==> config.mk <==
export PLATFORM = sky130hd
export DESIGN_NAME = regfile_2r1w
export DESIGN_NICKNAME = d
export VERILOG_FILES = /design/src/rtl/regfile_pkg.sv /design/src/rtl/regfile_2r1w_cell.sv /design/src/rtl/regfile_2r1w.sv
export SDC_FILE = /design/constraint.sdc
export NUM_CORES = 1
export LEC_CHECK = 0
export ABC_AREA = 1
export CAP_MARGIN = 10
export CORE_ASPECT_RATIO = 1.5
export CORE_MARGIN = 2
export CORE_UTILIZATION = 25
export DETAILED_ROUTE_END_ITERATION = 16
export PLACE_DENSITY = 0.41
export RECOVER_POWER = 100
export SLEW_MARGIN = 20
export SYNTH_ARGS = -nofsm -noshare
export SYNTH_HDL_FRONTEND = slang
export SYNTH_SLANG_ARGS = --single-unit
==> constraint.sdc <==
create_clock -name Clk -period 3.5 [get_ports Clk]
set_clock_uncertainty 0.1 [all_clocks]
set_input_delay 0.525 -clock Clk [delete_from_list [all_inputs] [get_ports Clk]]
set_output_delay 0.525 -clock Clk [all_outputs]
set_load 0.01 [all_outputs]
==> src/rtl/regfile_pkg.sv <==
// Purpose: shared constants and helpers for the 2-read/1-write register file.
// Latency: n/a (package only).
// Backpressure: n/a (package only).
//
// Contents:
//   DEF_DATA_WIDTH / DEF_ADDR_WIDTH : default entry width and address width
//   depth_of()                      : number of entries for a given address width
package regfile_pkg;

  localparam int DEF_DATA_WIDTH = 8;
  localparam int DEF_ADDR_WIDTH = 3;

  // Depth of a register file addressed by aw bits.
  function automatic int depth_of(input int aw);
    return 1 << aw;
  endfunction

endpackage : regfile_pkg

==> src/rtl/regfile_2r1w_cell.sv <==
// Purpose: one storage entry of the register file (enabled register, loadable reset value).
// Latency: 1 cycle from d/en to q.
// Backpressure: none; a write with en=1 is always taken unless reset is high.
//
// Ports:
//   Clk     : clock, rising edge
//   reset   : synchronous active-high reset, wins over en
//   en      : load enable
//   rst_val : value loaded on reset
//   d       : data to load
//   q       : stored value
module reg_cell
  import regfile_pkg::*;
#(
  parameter int DATA_WIDTH = DEF_DATA_WIDTH
) (
  input  logic                  Clk,
  input  logic                  reset,
  input  logic                  en,
  input  logic [DATA_WIDTH-1:0] rst_val,
  input  logic [DATA_WIDTH-1:0] d,
  output logic [DATA_WIDTH-1:0] q
);

  always_ff @(posedge Clk) begin
    if (reset) begin
      q <= rst_val;
    end else if (en) begin
      q <= d;
    end
  end

endmodule : reg_cell

==> src/rtl/regfile_2r1w.sv <==
// Purpose: 2^ADDR_WIDTH x DATA_WIDTH register file, 1 sync write, 2 async reads, optional bypass / zero entry.
// Latency: write 1 cycle (0 via bypass); reads combinational.
// Backpressure: none; every write with we=1 is accepted unless reset is high or it targets a hardwired zero entry.
//
// Ports:
//   Clk, reset          : clock and synchronous active-high reset
//   we, wr_addr, wr_data: write port
//   ra_addr / ra_data   : read port A (combinational)
//   rb_addr / rb_data   : read port B (combinational)
//   wr_count            : saturating count of distinct entries written since reset
module regfile_2r1w
  import regfile_pkg::*;
#(
  parameter int          DATA_WIDTH  = DEF_DATA_WIDTH,
  parameter int          ADDR_WIDTH  = DEF_ADDR_WIDTH,
  parameter logic [63:0] RESET_VALUE = 64'd0,
  parameter int          ZERO_REG    = 0,
  parameter int          BYPASS      = 1
) (
  input  logic                  Clk,
  input  logic                  reset,
  input  logic                  we,
  input  logic [ADDR_WIDTH-1:0] wr_addr,
  input  logic [DATA_WIDTH-1:0] wr_data,
  input  logic [ADDR_WIDTH-1:0] ra_addr,
  input  logic [ADDR_WIDTH-1:0] rb_addr,
  output logic [DATA_WIDTH-1:0] ra_data,
  output logic [DATA_WIDTH-1:0] rb_data,
  output logic [ADDR_WIDTH:0]   wr_count
);

  localparam int                     DEPTH   = depth_of(ADDR_WIDTH);
  localparam logic [DATA_WIDTH-1:0]  RST_VAL = DATA_WIDTH'(RESET_VALUE);
  localparam logic [ADDR_WIDTH:0]    CNT_MAX = (ADDR_WIDTH+1)'(DEPTH);
  localparam bit                     ZR_EN   = (ZERO_REG != 0);
  localparam bit                     BYP_EN  = (BYPASS != 0);

  logic [DATA_WIDTH-1:0] entry_q [DEPTH];
  logic [DEPTH-1:0]      wr_sel;
  logic [DEPTH-1:0]      written_q;
  logic                  wr_ok;
  logic                  wr_new;

  // A write to the hardwired zero entry is not a write at all: no storage,
  // no written flag, no bypass.
  assign wr_ok = we && !(ZR_EN && (wr_addr == '0));

  always_comb begin
    wr_sel = '0;
    if (wr_ok) begin
      wr_sel[wr_addr] = 1'b1;
    end
  end

  // Storage: entry 0 collapses to a constant when it is hardwired to zero.
  for (genvar i = 0; i < DEPTH; i++) begin : g_entry
    if (ZR_EN && (i == 0)) begin : g_zero
      assign entry_q[i] = '0;
    end else begin : g_cell
      reg_cell #(
        .DATA_WIDTH (DATA_WIDTH)
      ) u_cell (
        .Clk     (Clk),
        .reset   (reset),
        .en      (wr_sel[i]),
        .rst_val (RST_VAL),
        .d       (wr_data),
        .q       (entry_q[i])
      );
    end
  end

  // First accepted write to an entry since reset bumps the count.
  assign wr_new = wr_ok && !written_q[wr_addr];

  always_ff @(posedge Clk) begin
    if (reset) begin
      written_q <= '0;
      wr_count  <= '0;
    end else begin
      written_q <= written_q | wr_sel;
      if (wr_new && (wr_count != CNT_MAX)) begin
        wr_count <= wr_count + 1'b1;
      end
    end
  end

  // Read muxes. Priority: zero entry > bypass > stored value.
  // Bypass is suppressed during reset since the write it would forward is dropped.
  always_comb begin
    ra_data = entry_q[ra_addr];
    if (BYP_EN && wr_ok && !reset && (ra_addr == wr_addr)) begin
      ra_data = wr_data;
    end
    if (ZR_EN && (ra_addr == '0)) begin
      ra_data = '0;
    end
  end

  always_comb begin
    rb_data = entry_q[rb_addr];
    if (BYP_EN && wr_ok && !reset && (rb_addr == wr_addr)) begin
      rb_data = wr_data;
    end
    if (ZR_EN && (rb_addr == '0)) begin
      rb_data = '0;
    end
  end

endmodule : regfile_2r1w

==> results.md <==
- Status: finished clean
- Number of nets in the finished design: 678
- Setup bufs post-CTS: 0
- Count of flip-flops with a built-in enable after synthesis: 0
- Final TNS setup: 0 ns
- Most common cell in the netlist: sky130_fd_sc_hd__o21ai_0
- Unrepaired setup endpoints after global routing: no
- Remaining antenna violation count: 0
- Number of violations reported at the end of detailed-routing iteration 0: 200
- Type of destination of the critical path: output pin
- Combinational family with the most area after synthesis: compound AO/OA/AOI/OAI gates
- Data arrival time of the critical path: about 2.7 ns
- Cell type with the largest total area after synthesis: sky130_fd_sc_hd__dfxtp_1
- Simple-gate share of the synthesized area: between 20% and 30%
- Diodes inserted: 0
- Die Outline Area: between 0.015 and 0.02 sq mm
- Maximum achievable frequency: roughly 300 MHz
- Antenna violations before repair: 0
- Clock tree from TritonCTS: yes
- Root cell of the clock tree: sky130_fd_sc_hd__clkbuf_16
- Fraction of registers with async set/reset: 0%
- Post-DR vias/cell: roughly 5.0
- Horizontal die dimension: roughly 110 um
- GRT Resource Usage Total: around 18%
- Starting Density: 25.5%
- Slew margin rel.: between 20 and 30%
- # setup viols final: 0
- Maximum number of pins on one net before global-route repair: 67
- Final number of max-transition violations: 0
- Fraction of final layout cells with drive strength greater than 1: under 10%
- Detailed placement HPWL: ~11 mm
- Clock latency reported for the late side of the worst-skew pair: around 0.34 ns
- Overflow after GRT: 0
- Post-synthesis compound-gate area fraction: between 20% and 30%
- Wire length of the first global-routing pass: between 20 and 25 mm
- Sum of internal, switching and leakage power: 2.32 mW
- Startpoint of the most critical register-to-register path: wr_count[0]
- Number of max-cap violations: 0
- Ports: 40
- Core region area: 0.0162 sq mm
- Post-synthesis average cell area: approximately 6.5 sq um
- Clk sinks: between 70 and 80
- Area share of the leading cell type in the synthesized netlist: a little under two fifths
- P per Cell Area: ~460 mW/mm^2
- Clock slew at the register clock pins of the worst setup and hold paths: around 0.060 ns
- Post-route minimum period: approximately 3.3 ns
- Count of final hold-check violations: 0
- Hold-fix buffers at CTS: 0
- Type of the worst min-delay path: flop to flop
- Residual DRC count: 0
- Layout-stage area growth over the synthesis result: 21.9%
- Area share of fa/ha/maj cells after synthesis: less than 1%
- Count of different cell masters after synthesis: 24
- Share of synthesized area occupied by flip-flops and latches: between 30% and 40%
- Cell count after synthesis: about 640
- Post-cts resize count: 0
- Endpoint required time on the critical path: 2.87 ns
- Beginning of the critical path: wr_addr[1]
- Primary FF master, synth: sky130_fd_sc_hd__dfxtp_1
- Number of global-route vias before repair: roughly 4100
- Hold path start: written_q[1]
- Top cell types by occurrence after synthesis: sky130_fd_sc_hd__o21ai_0 (102), sky130_fd_sc_hd__nor2_1 (87), sky130_fd_sc_hd__nand2_1 (86)
- First-pass iteration count of the detailed router: 5
- Worst Path Max Fanout: 9
- Worst Path Class, Setup: input port to output pin
- Reported leakage power: 2.05 nW
- Part of the cycle the worst path needs: between 90% and 100%
- Peak supply drop: about 0.2 mV
- Height of the chip: around 160 um
- Transition time at the pin with the least slew margin: roughly 1.1 ns
- Longest Clk Path Bufs: 2
- Largest cells by area after synthesis: sky130_fd_sc_hd__dfxtp_1 (37%), sky130_fd_sc_hd__o21ai_0 (12%), sky130_fd_sc_hd__a21oi_1 (9.1%)
- Share of synthesized area spent on multiplexers: 0%
- Weighted congestion reported at the end of routability-driven placement: 0.854
- H-tree levels: 3
- Post-synthesis instance area: between 0.004 and 0.005 sq mm
- Site row count: 57
- Drt total wl: 15.4 mm
- Post-Synth XOR/XNOR Area: less than 1%
- Port Buf Inserts: 39
- DR vias: between 4000 and 5000
- Mean routed wirelength per cell: between 15 and 20 um
- Total clock buffers created by CTS: 9
- Filler cell count in the final layout: 1751
- Type of element launching the critical path: input port
- Synthesized net count: about 660
- Number of synthesis warnings: 0
- FF+latch count, synth: 76
## final timing paths
path                                endpoint  slack, ns  cells past startpoint
worst max register to register   wr_count[1]       1.79                     10
worst min-delay path            written_q[1]       0.37                      2
worst max-delay path              ra_data[1]       0.18                      8
worst min register to register  written_q[1]       0.37                      2
## power by group
part / switching (mW) / internal [mW]
logic: 0.235 / 0.148
registers: 0.0171 / 0.897
clock network: 0.379 / 0.644
## critical path, stage by stage
cell and delay [ns]:
sky130_fd_sc_hd__dlygate4sd3_1 0.66, sky130_fd_sc_hd__xor2_1 0.20, sky130_fd_sc_hd__nor3_1 0.18, sky130_fd_sc_hd__nand2_2 0.19, sky130_fd_sc_hd__inv_2 0.19, sky130_fd_sc_hd__nand2_1 0.07, sky130_fd_sc_hd__nand2_1 0.07, sky130_fd_sc_hd__dlygate4sd3_1 0.60
## logic make-up after synthesis
family	count (synthesis)
xor gates and xnor gates	4
AOI/OAI and AO/OA	210
and+or+nand+nor	235
buffers and inverters	108
adders and majority gates	2
DFF	76
## sequential cells by signal, summed over array words and instances, names as in the netlist
register and flops:
g_entry.g_cell.u_cell.q 64, written_q 8, wr_count 4
## routing by layer
layer	vias to the layer above	global-route usage (%)	part of all wire [%]
met3	47	3.47	4.6
met5	-	0	0
met4	0	11.0	6.4
met2	129	30.5	49
met1	2013	20.3	40
li1	2147	-	-
## metrics by stage
stage / setup WS, ns / utilization (%) / area (sq um) / hold slack [ns] / cells
CTS: 0.224 / 31.3 / 5060 / 0.377 / 867
floorplan: 1.47 / - / 4130 / 0.335 / 635
global placement: 0.245 / 29.3 / 4740 / 0.361 / 851
finish: 0.183 / 31.1 / 5040 / 0.370 / 867
global route: 0.0189 / 31.1 / 5040 / 0.402 / 867
detailed placement: 0.237 / 29.3 / 4740 / 0.368 / 851
## final cells by class
type                            count  area [sq um]  share of cell area, %
Sequential cell                    76          1520                   30.2
Tap cell                          206           258                   5.12
Multi-Input combinational cell    451          2140                   42.5
Timing Repair Buffer               56           558                   11.1
Inverter                           62           233                   4.62
Clock buffer                       10           239                   4.74
Clock inverter                      6          86.3                   1.71
## cell usage in the layout (no fill, tap or decap), types with 3 or more instances in the layout
| cell type | count |
|---|---|
| sky130_fd_sc_hd__buf_12 | 4 |
| sky130_fd_sc_hd__dfxtp_1 | 76 |
| sky130_fd_sc_hd__buf_4 | 13 |
| sky130_fd_sc_hd__nand2_1 | 89 |
| sky130_fd_sc_hd__inv_2 | 4 |
| sky130_fd_sc_hd__clkdlybuf4s50_1 | 29 |
| sky130_fd_sc_hd__o21ai_0 | 104 |
| sky130_fd_sc_hd__o211ai_1 | 30 |
| sky130_fd_sc_hd__a21oi_1 | 75 |
| sky130_fd_sc_hd__clkbuf_16 | 9 |
| sky130_fd_sc_hd__xor2_1 | 3 |
| sky130_fd_sc_hd__inv_1 | 57 |
| sky130_fd_sc_hd__nand3_1 | 51 |
| sky130_fd_sc_hd__nor2_1 | 90 |
| sky130_fd_sc_hd__dlygate4sd3_1 | 8 |
Power figures use the tool's default switching activity.
